`config.mk`:
```
export PLATFORM = sky130hd
export DESIGN_NAME = heichips25_project_switcher
export DESIGN_NICKNAME = d
export VERILOG_FILES = /design/src/rtl/heichips25_project_switcher.sv
export SDC_FILE = /design/constraint.sdc
export NUM_CORES = 1
export LEC_CHECK = 0
export CORE_AREA = 2 2 39 41
export CTS_BUF_LIST = sky130_fd_sc_hd__clkbuf_8
export DETAILED_ROUTE_END_ITERATION = 8
export DIE_AREA = 0 0 41 43
export GPL_TIMING_DRIVEN = 0
export PLACE_DENSITY = 0.65
export SKIP_CTS_REPAIR_TIMING = 1
export SYNTH_ARGS = -nofsm -noshare
export SYNTH_HDL_FRONTEND = slang
export SYNTH_SLANG_ARGS = --single-unit
```
`constraint.sdc`:
```
create_clock -name clk -period 4.5 [get_ports clk]
set_clock_uncertainty 0.1 [all_clocks]
set_input_delay 0.9 -clock clk [delete_from_list [all_inputs] [get_ports clk]]
set_output_delay 0.9 -clock clk [all_outputs]
set_load 0.005 [all_outputs]
```
`src/rtl/heichips25_project_switcher.sv`:
```
// rtl/heichips25_project_switcher.sv - glitch-free ena/reset handover controller for the two-project wrapper
module heichips25_project_switcher #(
  parameter int RST_CYCLES    = 4,
  parameter int SETTLE_CYCLES = 2
) (
  input  logic clk,
  input  logic rst_n,
  input  logic sel_valid,
  input  logic sel_proj,
  output logic sel_ready,
  input  logic ext_rst_n,
  output logic ena,
  output logic proj_rst_n,
  output logic busy,
  output logic switch_done
);

  localparam int MAX_CYCLES = (RST_CYCLES > SETTLE_CYCLES) ? RST_CYCLES : SETTLE_CYCLES;
  localparam int CW         = $clog2(MAX_CYCLES + 1);

  localparam logic [CW-1:0] RST_LOAD    = CW'(RST_CYCLES - 1);
  localparam logic [CW-1:0] SETTLE_LOAD = CW'(SETTLE_CYCLES - 1);

  typedef enum logic [1:0] {
    BOOT,
    IDLE,
    DRAIN,
    SETTLE
  } state_t;

  state_t        state;
  logic [CW-1:0] counter;
  logic          target;
  logic          ext_meta;
  logic          ext_s;
  logic          rel;
  logic          accept;

  // The project is only released from reset while parked in IDLE.
  assign rel       = (state == IDLE);
  assign sel_ready = rel & ext_s;
  assign busy      = ~rel;
  assign accept    = sel_valid & sel_ready;

  // Two-flop synchroniser for the asynchronous external project reset.
  always_ff @(posedge clk or negedge rst_n) begin
    if (!rst_n) begin
      ext_meta <= 1'b0;
      ext_s    <= 1'b0;
    end else begin
      ext_meta <= ext_rst_n;
      ext_s    <= ext_meta;
    end
  end

  // Registered project reset: low whenever a sequence runs or the external request is active.
  always_ff @(posedge clk or negedge rst_n) begin
    if (!rst_n) begin
      proj_rst_n <= 1'b0;
    end else begin
      proj_rst_n <= rel & ext_s;
    end
  end

  // Handover sequencer: hold reset, swap ena, let the design settle, then release.
  always_ff @(posedge clk or negedge rst_n) begin
    if (!rst_n) begin
      state       <= BOOT;
      counter     <= SETTLE_LOAD;
      ena         <= 1'b0;
      target      <= 1'b0;
      switch_done <= 1'b0;
    end else begin
      switch_done <= 1'b0;
      case (state)
        BOOT: begin
          if (counter == '0) begin
            state <= IDLE;
          end else begin
            counter <= counter - 1'b1;
          end
        end
        IDLE: begin
          if (accept) begin
            if (sel_proj == ena) begin
              switch_done <= 1'b1;
            end else begin
              target  <= sel_proj;
              counter <= RST_LOAD;
              state   <= DRAIN;
            end
          end
        end
        DRAIN: begin
          if (counter == '0) begin
            ena     <= target;
            counter <= SETTLE_LOAD;
            state   <= SETTLE;
          end else begin
            counter <= counter - 1'b1;
          end
        end
        SETTLE: begin
          if (counter == '0) begin
            state       <= IDLE;
            switch_done <= 1'b1;
          end else begin
            counter <= counter - 1'b1;
          end
        end
        default: state <= BOOT;
      endcase
    end
  end

endmodule
```
### Word level (Yosys, flattened, before mapping)

Index checks and enable logic that the tools add are counted.

| storage, ports and cells | value |
|---|---|
| register bits after elaboration | 11 |
| latch bits | 0 |
| bits in writable memories | 0 |
| ROM bits | 0 |
| input port bits | 5 |
| output and inout port bits | 5 |
| word-level logic and storage cells | 43 |
| memories | 0 |

| cells by class | value |
|---|---|
| add/sub/neg operators | 1 |
| multipliers | 0 |
| div/mod/pow operators | 0 |
| magnitude comparators | 0 |
| equal/unequal tests | 9 |
| shift operators | 0 |
| muxes and demuxes | 14 |
| bitwise logic cells | 4 |
| reduce and logical (&&, ||, !) cells | 7 |

Operators by type and width:

| operator | count |
|---|---|
| $mux 3 | 4 |
| $pmux 3 s3 | 1 |
| $mux 2 | 4 |
| $ne 2x2->1 const B | 3 |
| $pmux 2 s3 | 1 |
| $reduce_and 3->1 | 2 |
| $eq 2x2->1 const B | 2 |
| $ne 2x1->1 const B | 2 |
| $reduce_and 4->1 | 1 |
| $logic_not 3->1 | 1 |
| $mux 1 | 3 |
| $sub 3x1->3 const B | 1 |
| $and 1x1->1 | 2 |
| $eq 2x1->1 const B | 1 |
| $logic_not 2->1 | 1 |
| $not 1->1 | 2 |
| $pmux 1 s2 | 1 |
| $reduce_and 2->1 | 1 |
| $reduce_or 2->1 | 1 |
| $eq 1x1->1 | 1 |

### Logic depth before layout (Yosys ltp)

| depth | value |
|---|---|
| word-level depth | 5 |
| mapped depth | 6 |
| depth with buffers taken out | 6 |

### Worst setup path before layout

OpenSTA, ideal clock, no wires.

| path | value |
|---|---|
| kind | reg2out |
| start | register state[1] |
| end | output port sel_ready |
| arrival | 0.843 ns |
| data required time | 3.500 ns |
| path slack | 2.657 ns |
| cell stages (with the launch flop) | 4 |
| buffers on the path | 0 |
| cells stage by stage | dfrtp_1 inv_1 ha_1 and2_1 |

| between the ends | value |
|---|---|
| longest elaborated chain between the ends | 2 |

RTL lines:

| what | line | RTL |
|---|---|---|
| start: declaration | 31 | `state_t state;` |
| start signal: assignment | 68 | `state <= BOOT;` |
| start signal: assignment | 78 | `state <= IDLE;` |
| start signal: assignment | 90 | `state <= DRAIN;` |
| $eq 2x1->1 | 40 | `assign rel = (state == IDLE);` |
| $and 1x1->1 | 41 | `assign sel_ready = rel & ext_s;` |
| end: declaration | 10 | `output logic sel_ready,` |

Every way passes these cells.

### Worst setup path after layout

Same ends and word-level chain as after synthesis.

==> run metrics <==
chip width=slightly above 40 µm; P&R area growth vs syn=28.7%; TritonCTS clock tree=done; Max Buffers Root-to-Sink=2; setup_tns=0 ps; VDD IR-drop max=331 µV; crit path capture type=output pin; crit share post-route=0.601; placed cell count=76; area post-placement=651 µm²; # IOs=10; share of cells above drive strength 1=0.125; DIE AREA=1760 µm²; Clock transition at path regs=~50 ps; Main synth FF type=dfrtp_1; max-cap viol count=0; Slew @ Worst Pin=508 ps; largest net degree at the start of global routing=12; wire per inst=between 10 and 15 µm; met2 wire length=522 µm; hold_ws=~260 ps; Ys Warns=0; Post-synth EDFFs=0; via count=394; die height=between 40 and 50 µm; total CTS buffers=3; register bit total from synthesis=11; Core ar.=1380 µm²; critical path launch point type=flip-flop; Hold Path Class=flip-flop to flip-flop; Synth async-reset ratio=1.00; Detailed Route WL=1020 µm; syn avg cell area=10.6 µm²; sequential fraction of the synthesis area=0.512; fin crit period=roughly 2700 ps; Metal-1 WL=approximately 430 µm; ANT nets after route=0; dpl hpwl=779 µm; LEAKAGE=approximately 0.00031 µW; final-report max-slew violation count=0; Fin. Hold Viols=0; CP max FO=8; synthesized cell area=541 µm²; drt drc=0; pwr dens=711 nW/µm²; Initial DRC Count=1; clock sink count=11; Final Util=0.503; met3 WL post-DR=35 µm; clk_lat worst skew=240 ps; status=completed; drt pass-1 iters=2; Finished Layout Cells=80; WP data required=around 3500 ps; grt ovf=0; htree depth=1; Antenna Cells=0; antenna violations before repair=0; GP Congestion=0.732; RSZ-0062 raised after global routing=no; crit path kind=flip-flop to output pin; # port buffers=9; post-route design area=696 µm²; Distinct cells, synth=20; Reg2Reg Setup Slack=between 2000 and 3000 ps; total track usage=0.159; max frequency=370 MHz; Final setup viols=0; Layout Nets=75; Vias/cell=4.93; Rel. slew slack=0.660; Initial Util=0.391; vias in the first global route=422; post-synthesis cell count=between 50 and 60; clock root buffer=clkbuf_8; site row count=14; Top Metal Used=met4; first-pass GRT wire length=1720 µm; Syn Nets=about 60; Critical Path AT=about 1700 ps
-- flip-flops by register name, summed over array words and instances, names as in the netlist --
name         flops
ext_s            1
ext_meta         1
switch_done      1
target           1
state            2
ena              1
counter          3
proj_rst_n       1
-- worst paths after layout --
path	start	end	cells past startpoint
max	state[1]	sel_ready	4
min	ext_meta	ext_s	0
max reg2reg	counter[0]	counter[2]	4
min reg2reg	ext_meta	ext_s	0
max in group asynchronous	rst_n	counter[0]	1
min in group asynchronous	rst_n	state[0]	1
-- logic make-up after synthesis --
kind of cell	after synthesis	share of synthesized area
compound gates	16	0.185
simple gates	12	0.116
flops	11	0.512
buf+inv	5	0.0347
fa+ha+maj	5	0.116
xor+xnor	1	0.0162
mux	1	0.0208
-- through the flow --
step	total power, µW	worst slack (ps)
6_report	494	1790
2_1_floorplan	326	2660
3_3_place_gp	392	2050
5_1_grt	544	1720
4_1_cts	502	1770
3_5_place_dp	402	2040
-- synth_stat cells, types with 2 or more instances --
cell type	n	share of area
nor2_1	3	0.021
dfrtp_1	10	0.46
o21ai_0	5	0.046
o22a_2	2	0.037
nand2b_1	2	0.023
a21oi_1	5	0.046
nand2_1	3	0.021
inv_1	5	0.035
ha_1	5	0.12
-- cell type report --
cell class	instances	area (µm²)
fill	134	688
sequential	11	277
multi-input combinational	35	245
timing repair buffer	9	90.1
clock buffer	3	41.3
tap	16	20.0
inverter	5	18.8
clock inverter	1	3.75
-- worst max-delay path, stage by stage (launching register included) --
cell,delay [ps]
dfrtp_1,410
inv_1,70
ha_1,290
and2_1,190
clkdlybuf4s50_1,500
-- placed cells by master (no fill, tap or decap), drive strengths merged --
cell type / count
nor2b: 1
o22a: 2
xnor2: 1
o21ai: 6
ha: 5
a22o: 1
clkdlybuf4s50: 9
o31ai: 1
clkbuf: 3
nand2b: 2
inv: 6
or4b: 1
dfrtp: 10
nor3: 1
mux2: 1
nand2: 3
a21oi: 5
and2: 1
o21a: 1
dfstp: 1
nor2: 3
-- routing by layer --
| metal | up-vias | GRT usage |
|---|---|---|
| li1 | 200 | - |
| met1 | 184 | 0.152 |
| met2 | 6 | 0.234 |
| met3 | 4 | 0.0785 |
| met4 | 0 | 0.140 |
| met5 | - | 0 |
-- power by group --
group          internal [µW]  switching [µW]
clock network           59.9            37.6
logic                    117             115
registers                139            25.1
total                    316             178
No activity file was read; power rests on OpenSTA's default activity.
